`src/rtl/req_pulse_monitor.sv`:
```
// -----------------------------------------------------------------------------
// req_pulse_monitor
//
// Purpose:
//   Multi-channel monitor for the shape of request pulses. Each channel checks
//   two rules on its req line, sampled on every rising clk edge:
//     WIDTH : a pulse may stay high for at most MAX_HIGH consecutive cycles.
//             One violation is counted per pulse, on the first extra cycle.
//     GAP   : consecutive pulses must be separated by at least MIN_LOW low
//             cycles. The first pulse after reset, clr or enable rising is
//             exempt because no previous pulse is known.
//   Every violation produces a one-cycle err_pulse strobe, sets a sticky
//   flag and bumps a saturating per-channel counter. All reporting is by
//   registered outputs; nothing is printed.
//
// Parameters:
//   NUM_CH   : number of independent req channels (>= 1)
//   MAX_HIGH : max consecutive high cycles per pulse (>= 1)
//   MIN_LOW  : min consecutive low cycles between pulses (>= 1)
//   CNT_W    : width of each saturating violation counter (>= 1)
//
// Ports:
//   clk        : clock, all sampling on posedge
//   rst_n      : asynchronous reset, active low
//   enable     : monitoring enable; low parks every channel in idle
//                (flags and counters hold, err_pulse is 0)
//   clr        : synchronous clear of channel state, counters and flags;
//                takes priority over enable and over same-cycle violations
//   req        : monitored request lines, bit i = channel i
//   err_pulse  : one-cycle registered strobe per violation
//   err_sticky : sticky per-channel violation flag
//   err_cnt    : per-channel violation count, channel i at [i*CNT_W +: CNT_W]
//   any_err    : OR of err_sticky
//
// Build option:
//   REQ_PULSE_MONITOR_SVA_EN : when defined, adds per-channel concurrent
//   assertions mirroring the WIDTH and GAP rules. Counter and flag behaviour
//   is identical with or without it.
// -----------------------------------------------------------------------------
module req_pulse_monitor #(
    parameter int unsigned NUM_CH   = 4,
    parameter int unsigned MAX_HIGH = 1,
    parameter int unsigned MIN_LOW  = 1,
    parameter int unsigned CNT_W    = 8
) (
    input  logic                    clk,
    input  logic                    rst_n,
    input  logic                    enable,
    input  logic                    clr,
    input  logic [NUM_CH-1:0]       req,
    output logic [NUM_CH-1:0]       err_pulse,
    output logic [NUM_CH-1:0]       err_sticky,
    output logic [NUM_CH*CNT_W-1:0] err_cnt,
    output logic                    any_err
);

    // Counters only need to reach their saturation value.
    localparam int unsigned HI_W = (MAX_HIGH > 1) ? $clog2(MAX_HIGH + 1) : 1;
    localparam int unsigned LO_W = (MIN_LOW > 1) ? $clog2(MIN_LOW + 1) : 1;

    localparam logic [HI_W-1:0]  HI_MAX  = HI_W'(MAX_HIGH);
    localparam logic [LO_W-1:0]  LO_MIN  = LO_W'(MIN_LOW);
    localparam logic [CNT_W-1:0] CNT_MAX = '1;

    // StIdle : no pulse seen since reset/clr/enable rising
    // StHigh : inside a pulse, still within MAX_HIGH
    // StOver : pulse already flagged as too wide, waiting for it to end
    // StLow  : between pulses, counting the low gap
    typedef enum logic [1:0] {
        StIdle,
        StHigh,
        StOver,
        StLow
    } state_e;

    for (genvar i = 0; i < NUM_CH; i++) begin : g_ch

        state_e           state_q;
        logic [HI_W-1:0]  hi_cnt_q;
        logic [LO_W-1:0]  lo_cnt_q;
        logic             pulse_q;
        logic             sticky_q;
        logic [CNT_W-1:0] cnt_q;

        logic             width_viol;
        logic             gap_viol;
        logic             viol;

        // The (MAX_HIGH+1)-th high sample of a pulse is the width violation.
        assign width_viol = (state_q == StHigh) && req[i] && (hi_cnt_q == HI_MAX);
        // A rise out of StLow before the gap reached MIN_LOW. StIdle never
        // reaches here, which exempts the first pulse.
        assign gap_viol   = (state_q == StLow) && req[i] && (lo_cnt_q < LO_MIN);
        assign viol       = width_viol || gap_viol;

        always_ff @(posedge clk or negedge rst_n) begin
            if (!rst_n) begin
                state_q  <= StIdle;
                hi_cnt_q <= '0;
                lo_cnt_q <= '0;
                pulse_q  <= 1'b0;
                sticky_q <= 1'b0;
                cnt_q    <= '0;
            end else if (clr) begin
                // Any violation sampled in this cycle is dropped.
                state_q  <= StIdle;
                hi_cnt_q <= '0;
                lo_cnt_q <= '0;
                pulse_q  <= 1'b0;
                sticky_q <= 1'b0;
                cnt_q    <= '0;
            end else if (!enable) begin
                // Park the channel; flags and counters keep their values.
                state_q  <= StIdle;
                hi_cnt_q <= '0;
                lo_cnt_q <= '0;
                pulse_q  <= 1'b0;
            end else begin
                pulse_q <= viol;
                if (viol) begin
                    sticky_q <= 1'b1;
                    if (cnt_q != CNT_MAX) begin
                        cnt_q <= cnt_q + CNT_W'(1);
                    end
                end

                unique case (state_q)
                    StIdle: begin
                        if (req[i]) begin
                            state_q  <= StHigh;
                            hi_cnt_q <= HI_W'(1);
                        end
                    end
                    StHigh: begin
                        if (req[i]) begin
                            if (hi_cnt_q == HI_MAX) begin
                                state_q <= StOver;
                            end else begin
                                hi_cnt_q <= hi_cnt_q + HI_W'(1);
                            end
                        end else begin
                            state_q  <= StLow;
                            lo_cnt_q <= LO_W'(1);
                        end
                    end
                    StOver: begin
                        if (!req[i]) begin
                            state_q  <= StLow;
                            lo_cnt_q <= LO_W'(1);
                        end
                    end
                    StLow: begin
                        if (req[i]) begin
                            // Gap violation or not, a new pulse starts here.
                            state_q  <= StHigh;
                            hi_cnt_q <= HI_W'(1);
                        end else if (lo_cnt_q != LO_MIN) begin
                            lo_cnt_q <= lo_cnt_q + LO_W'(1);
                        end
                    end
                    default: begin
                        state_q  <= StIdle;
                        hi_cnt_q <= '0;
                        lo_cnt_q <= '0;
                    end
                endcase
            end
        end

        assign err_pulse[i]                 = pulse_q;
        assign err_sticky[i]                = sticky_q;
        assign err_cnt[i*CNT_W +: CNT_W]    = cnt_q;

`ifdef REQ_PULSE_MONITOR_SVA_EN
        // A pulse that has been high MAX_HIGH cycles must drop next cycle.
        a_width : assert property (@(posedge clk) disable iff (!rst_n || clr || !enable)
            ($rose(req[i]) ##0 req[i] [*MAX_HIGH]) |=> !req[i])
            else $error("ch %0d", i);

        // Once a pulse ends, req must stay low for MIN_LOW cycles.
        a_gap : assert property (@(posedge clk) disable iff (!rst_n || clr || !enable)
            $fell(req[i]) |-> !req[i] [*MIN_LOW])
            else $error("ch %0d", i);
`else
        // Assertions not compiled in this build.
`endif

    end : g_ch

    assign any_err = |err_sticky;

endmodule

```
`config.mk`:
```
export PLATFORM = sky130hd
export DESIGN_NAME = req_pulse_monitor
export DESIGN_NICKNAME = d
export VERILOG_FILES = /design/src/rtl/req_pulse_monitor.sv
export SDC_FILE = /design/constraint.sdc
export NUM_CORES = 1
export LEC_CHECK = 0
export ABC_AREA = 1
export CAP_MARGIN = 20
export CELL_PAD_IN_SITES_DETAIL_PLACEMENT = 1
export CELL_PAD_IN_SITES_GLOBAL_PLACEMENT = 1
export CORE_MARGIN = 2
export CORE_UTILIZATION = 36
export DETAILED_ROUTE_END_ITERATION = 7
export PLACE_DENSITY = 0.86
export SLEW_MARGIN = 15
export SYNTH_ARGS = -nofsm -noshare
export SYNTH_HDL_FRONTEND = slang
export SYNTH_SLANG_ARGS = --single-unit
```
`constraint.sdc`:
```
create_clock -name clk -period 1.3 [get_ports clk]
set_input_delay 0.39 -clock clk [delete_from_list [all_inputs] [get_ports clk]]
set_output_delay 0.39 -clock clk [all_outputs]
set_load 0.01 [all_outputs]
```
==> flow_summary.toml, run 1 <==
[power_and_ir_drop]
p_leak_nw = 3.049
power.density_nw_per_um2 = 669.8
vdd_drop_max_mv = 0.4130

[placed_design]
dp_slack_ns = -0.5909
place.gp.congestion = 0.7922
post-dp-hpwl_um = 7966
placed_cells = 689
placed_cell_area_sq_um = 4532
io_buffers = 48

[finish]
finish.net_count = 666
ff_latch_area_sq_um = 1410
instances_no_fill = 754
multi_input_area_sq_um = 2541
drive_gt1_share_pct = 57.39
fill_cells = 1032
postLayoutCellArea_sq_um = 6035
antenna_cells = 0
syn2layout_area_growth_pct = 77.64

[grt]
grt.overflow.total = 0
antenna_found_initial = 1
grtUsageTotal_pct = 30.19
grt_max_degree = 57
grt_pass1_wl_um = 23760
first_global_vias = 4420

[route]
via_per_inst = 6.050
drtIter0Drc = 335
drc = 0
ant_nets = 0
wl_um = 20260
drt_first_pass_iters = 5
vias = 4562
wl_per_cell_um = 26.86

[clocking]
root_buffer = "clkbuf_8"
htree_levels = 2
numCtsBuffers = 5
holdBufCountCts = 0
cts.sink_count = 56
clk_latency_ns = 0.33
path_clk_slew_ns = 0.12
cts_tree = "done"
clockBufferDepth = 2

[timing]
slew_headroom_pct = 74.61
rsz0062_at_grt = "yes"
finalSetupTns_ns = -10.07
finalCritPeriodShare_pct = 124.2
fmax_mhz = 619.5
finalHoldViolCount = 0
layout_min_cycle_time_ns = 1.614
hold_slack_ns = 0.02608
slew_violations = 0
setup_violations = 72
clock-skew-final_ns = 0.01124
setup_ws_ns = -0.3142
worst_slew_pin_slew_ns = 0.3794

[yosys]
synth_cells = 469
ys_seq_area_share_pct = 41.25
yosysUniqueCellTypes = 24
syn_area_per_cell_sq_um = 7.243
synth_seq_cells = 56
yosys_warnings = 0
syn-cell-area_sq_um = 3397
syn_nets = 493

[run_status]
violations = "negative setup slack"
outcome = "finished with violations"

[setup_path]
path_buf_inv = 2
worstPathRequired_ns = 1.56
crit_family = "simple AND/OR/NAND/NOR gates"
path_class = "flip-flop to flip-flop"
cp_common_cell = "nand2_4"
startpoint_type = "flip-flop"
arrival_ns = 1.88
slowest_delay_ns = 0.42
path_max_fanout = 6
cpMaxStageDelayCell = "dfrtp_1"
worst_setup_path_end_kind = "flip-flop"
cp_cell_sequence = "buf_4 > ha_4 > nand3_2 > nand2_4 > nand2_4 > nor2_4 > buf_6 > nand3b_1 > nand2_1"

[floorplanning]
std_cell_rows = 35
pin_count = 49
fp.dieH_um = 101.1
start_util_pct = 36.94
fp.dieW_um = 101.1
core_area_sq_um = 9196
design.die.area_sq_um = 10230

[job]
timing.max_cap.violations = 0

[hold_path]
hp-class = "input port to async pin"
final timing paths:
check	endpoint	cells after the start	slack (ns)	from
max	g_ch[1].cnt_q[3]$_DFFE_PN0P_	9	-0.31	g_ch[1].state_q[0]$_DFFE_PN0P_
min	g_ch[2].cnt_q[5]$_DFFE_PN0P_	2	0.03	rst_n
max reg2reg	g_ch[1].cnt_q[3]$_DFFE_PN0P_	9	-0.31	g_ch[1].state_q[0]$_DFFE_PN0P_
min reg2reg	g_ch[3].cnt_q[4]$_DFFE_PN0P_	2	0.62	g_ch[3].cnt_q[4]$_DFFE_PN0P_
max in group asynchronous	g_ch[3].cnt_q[1]$_DFFE_PN0P_	2	0.95	rst_n
min in group clk	g_ch[3].cnt_q[4]$_DFFE_PN0P_	2	0.62	g_ch[3].cnt_q[4]$_DFFE_PN0P_
cells by family (layout without fill, tap and decap cells):
family / Yosys count / after routing / synth area share (%)
xor+xnor: 1 / 1 / 0.2579
compound gates: 56 / 56 / 9.540
buf+inv: 83 / 255 / 11.01
fa+ha+maj: 16 / 16 / 5.893
simple gates: 257 / 259 / 32.04
flops: 56 / 56 / 41.25
final cells by class:
type | count | share of cell area [%]
well taps | 111 | 2.301
repair buffers | 182 | 26.21
inverters | 65 | 4.458
multi-input cells | 332 | 42.11
clock buffers | 7 | 1.431
flip-flops and latches | 56 | 23.37
clock inverters | 1 | 0.1244
flip-flops by register name, summed over array words and instances, names as in the netlist:
register	flops
g_ch.sticky_q	4
g_ch.cnt_q	32
g_ch.hi_cnt_q	4
g_ch.lo_cnt_q	4
g_ch.state_q	8
g_ch.pulse_q	4
Yosys cell counts:
| cell type | number | area, sq um |
|---|---|---|
| nand3_1 | 65 | 325.3 |
| nand3_2 | 3 | 30.03 |
| nor2_4 | 1 | 11.26 |
| o21ai_0 | 25 | 125.1 |
| buf_2 | 2 | 10.01 |
| o21a_1 | 1 | 7.510 |
| a21o_1 | 1 | 7.510 |
| nand4_1 | 1 | 6.260 |
| clkbuf_1 | 3 | 11.26 |
| nor3_1 | 2 | 10.01 |
| o21ai_1 | 4 | 20.02 |
| nand2_1 | 133 | 499.2 |
| nand3b_1 | 3 | 22.52 |
| xor2_1 | 1 | 8.760 |
| dfrtp_1 | 56 | 1401 |
| nor2_1 | 49 | 183.9 |
| ha_1 | 16 | 200.2 |
| o21bai_1 | 5 | 37.54 |
| inv_1 | 64 | 240.2 |
| inv_2 | 1 | 3.750 |
| buf_4 | 10 | 75.07 |
| a21oi_1 | 13 | 65.06 |
| buf_6 | 3 | 33.78 |
| o21ai_2 | 7 | 61.31 |
layout by cell type, fill, tap and decap left out, types with 7 or more instances in the layout:
cell type,synthesis,final
nand3_2,3,23
o21ai_2,7,17
inv_1,64,42
dfrtp_2,0,7
buf_6,3,46
nor2_4,1,13
buf_4,10,95
a21oi_1,13,8
o21ai_0,25,10
nand2_2,0,35
nor2_2,0,11
nor2_1,49,26
nand3_4,0,16
nand2_4,0,18
ha_4,0,15
nand3_1,65,31
inv_2,1,13
dfrtp_1,56,49
buf_2,2,28
o21ai_1,4,9
nand2_1,133,80
inv_4,0,10
where the power goes:
part	internal, W	switching, W
Clock	0.000437	0.000683
Sequential	0.00179	0.0000704
Combinational	0.000462	0.000597
per-stage QoR:
stage               total power, W  util (%)
floorplan                 0.002134         -
global placement          0.002380     49.28
detailed placement        0.002418     49.28
CTS                       0.003696     57.35
global route              0.004168     65.62
finish                    0.004042     65.62
routing by layer:
layer / part of all wire, % / vias up / track usage, %
met3: 7.4 / 116 / 3.934
met4: 6.9 / 0 / 13.10
met5: 0 / - / 0
met1: 37 / 2258 / 35.53
li1: - / 1830 / -
met2: 48 / 358 / 54.87
timing repair:
item                       in CTS  in global routing
gates resized for setup       325                149
setup endpoints to repair      94                 71
pin swaps                      53                 60
buffers inserted               32                 30
cloned                          2                  2
(Power assumes the default switching activity.)
==> inputs of run 2 (changes only) <==
--- a/config.mk
+++ b/config.mk
@@ -13,2 +13,3 @@
 export CORE_UTILIZATION = 36
+export CTS_CLUSTER_DIAMETER = 40
 export DETAILED_ROUTE_END_ITERATION = 7
==> constraint.sdc (replaced) <==
create_clock -name clk -period 1.3 [get_ports clk]
set_input_delay 0.195 -clock clk [delete_from_list [all_inputs] [get_ports clk]]
set_output_delay 0.195 -clock clk [all_outputs]
set_load 0.01 [all_outputs]
==> flow_summary.toml, run 2 (same netlist as run 1, synthesis figures left out) <==
[run_status]
outcome = "finished with violations"
violations = "negative setup slack"

[power_and_ir_drop]
p_total_w = 0.004090
pwr-share-seq_pct = 45.6
p_leak_nw = 2.862
switchingPower_w = 0.001335
p_comb_share_pct = 22.8
p_int_w = 0.002756
swShare_pct = 32.63
vdd_drop_max_mv = 0.6297
p_clk_share_pct = 31.7
power.density_nw_per_um2 = 717.0

[grt]
grtUsageTotal_pct = 29.99
grt.overflow.total = 0
first_global_vias = 4408
antenna_found_initial = 0
grt_pass1_wl_um = 23490
grt_max_degree = 57

[clocking]
clockBufferDepth = 2
path_clk_slew_ns = 0.13
htree_levels = 2
cts_tree = "done"
root_buffer = "clkbuf_8"
numCtsBuffers = 5
clk_latency_ns = 0.36
cts.sink_count = 56

[setup_path]
cp_common_cell = "nor2_1"
path_max_fanout = 5
worstPathRequired_ns = 1.56
worst_setup_path_end_kind = "flip-flop"
startpoint_type = "flip-flop"
cpMaxStageDelayCell = "dfrtp_1"
cp_cell_sequence = "ha_4 > nand2_4 > inv_1 > nand2_1 > nor2_1 > nor2_1 > buf_4 > nand3_2 > nand2_2"
slowest_delay_ns = 0.43
path_class = "flip-flop to flip-flop"
arrival_ns = 1.93

[timing]
worst_slew_pin_slew_ns = 0.4459
finalHoldViolCount = 0
setup_violations = 47
fmax_mhz = 595.6
rsz0062_at_grt = "yes"
layout_min_cycle_time_ns = 1.679
finalCritPeriodShare_pct = 129.2
setup_ws_ns = -0.3790
slew_headroom_pct = 69.96
clock-skew-final_ns = 0.01980
slew_violations = 0

[route]
vias = 4203
drt_first_pass_iters = 4
ant_nets = 0
drtIter0Drc = 325
wl_um = 18130
drc = 0
wl_per_cell_um = 25.33
via_per_inst = 5.870

[finish]
mostFrequentLayoutCell = "nand2_1"
layout_common_cells = "90 x nand2_1, 70 x buf_4, 44 x inv_1"
drive_gt1_share_pct = 48.10
antenna_cells = 0
largest_register_ffs = 32
finish.net_count = 628
syn2layout_area_growth_pct = 67.92
top_regs = "g_ch.cnt_q: 32 flops, g_ch.state_q: 8 flops"
largest-register = "g_ch.cnt_q"
fill_cells = 1053

[placed_design]
dp_slack_ns = -0.3848
place.gp.congestion = 0.8072
post-dp-hpwl_um = 7538
io_buffers = 48

[floorplanning]
start_util_pct = 36.94
std_cell_rows = 35
design.die.area_sq_um = 10230
fp.dieW_um = 101.1
core_area_sq_um = 9196
fp.dieH_um = 101.1
pin_count = 49

[job]
timing.max_cap.violations = 0

[hold_path]
hp-class = "input port to async pin"
[run 2: critical path: cells and delay by family, from the launching register on]
kind / cells / cell delay [ns]
simple gates: 6 / 0.64
buf+inv: 2 / 0.32
flops: 1 / 0.43
fa+ha+maj: 1 / 0.18
[run 2: layout make-up]
type,instances,area (sq um),area share (%)
repair buffers,144,1295,22.70
inverters,65,261.5,4.584
clock buffers,5,68.82,1.206
multi-input cells,332,2477,43.43
clock inverters,3,42.54,0.7458
flip-flops and latches,56,1420,24.90
well taps,111,138.9,2.435
[run 2: per-layer routing]
metal | vias to the layer above | track usage [%] | wire length, um
li1 | 1759 | - | -
met1 | 2117 | 34.83 | 6863
met2 | 236 | 53.49 | 9190
met3 | 91 | 5.521 | 1090
met4 | 0 | 13.83 | 987
met5 | - | 0 | 0
[run 2: metrics by stage]
| stage | hold slack [ns] | TNS, ns | cell area, sq um | cells | util, % |
|---|---|---|---|---|---|
| finish | 0.3827 | -7.224 | 5704 | 716 | 62.03 |
| global route | 0.4228 | -8.972 | 5704 | 716 | 62.03 |
| CTS | 0.4060 | -2.052 | 5300 | 712 | 57.63 |
| detailed placement | 0.2265 | -14.62 | 4302 | 660 | 46.78 |
| global placement | 0.2242 | -11.90 | 4302 | 660 | 46.78 |
| floorplan | -0.1006 | -0.03040 | 3421 | 469 | - |
[run 2: power groups by stage]
| stage | combinational (W) | sequential [W] | clock (W) |
|---|---|---|---|
| 3_3_place_gp | 0.000505 | 0.00186 | 0 |
| 2_1_floorplan | 0.000261 | 0.00187 | 0 |
| 3_5_place_dp | 0.000539 | 0.00187 | 0 |
| 5_1_grt | 0.000973 | 0.00187 | 0.00134 |
| 4_1_cts | 0.000738 | 0.00184 | 0.00122 |
| 6_report | 0.000930 | 0.00186 | 0.00130 |
[run 2: worst paths after layout]
check / slack (ns) / cells past startpoint / endpoint / start
max in group asynchronous: 0.63 / 3 / g_ch[3].state_q[0]$_DFFE_PN0P_ / rst_n
min in group clk: 0.52 / 3 / g_ch[1].sticky_q$_DFFE_PN0P_ / clr
max: -0.38 / 9 / g_ch[2].cnt_q[1]$_DFFE_PN0P_ / g_ch[2].cnt_q[1]$_DFFE_PN0P_
max reg2reg: -0.38 / 9 / g_ch[2].cnt_q[1]$_DFFE_PN0P_ / g_ch[2].cnt_q[1]$_DFFE_PN0P_
min: 0.38 / 3 / g_ch[1].sticky_q$_DFFE_PN0P_ / rst_n
min reg2reg: 0.59 / 2 / g_ch[2].sticky_q$_DFFE_PN0P_ / g_ch[2].sticky_q$_DFFE_PN0P_
[run 2: timing repair]
action | 4_1_cts | 5_1_grt
pin swaps | 45 | 59
buffers inserted | 42 | 8
setup endpoints to repair | 88 | 58
gates resized for setup | 225 | 118
cloned | 4 | 0
hold endpoints to repair | 56 | 0
hold buffers | 1 | 0
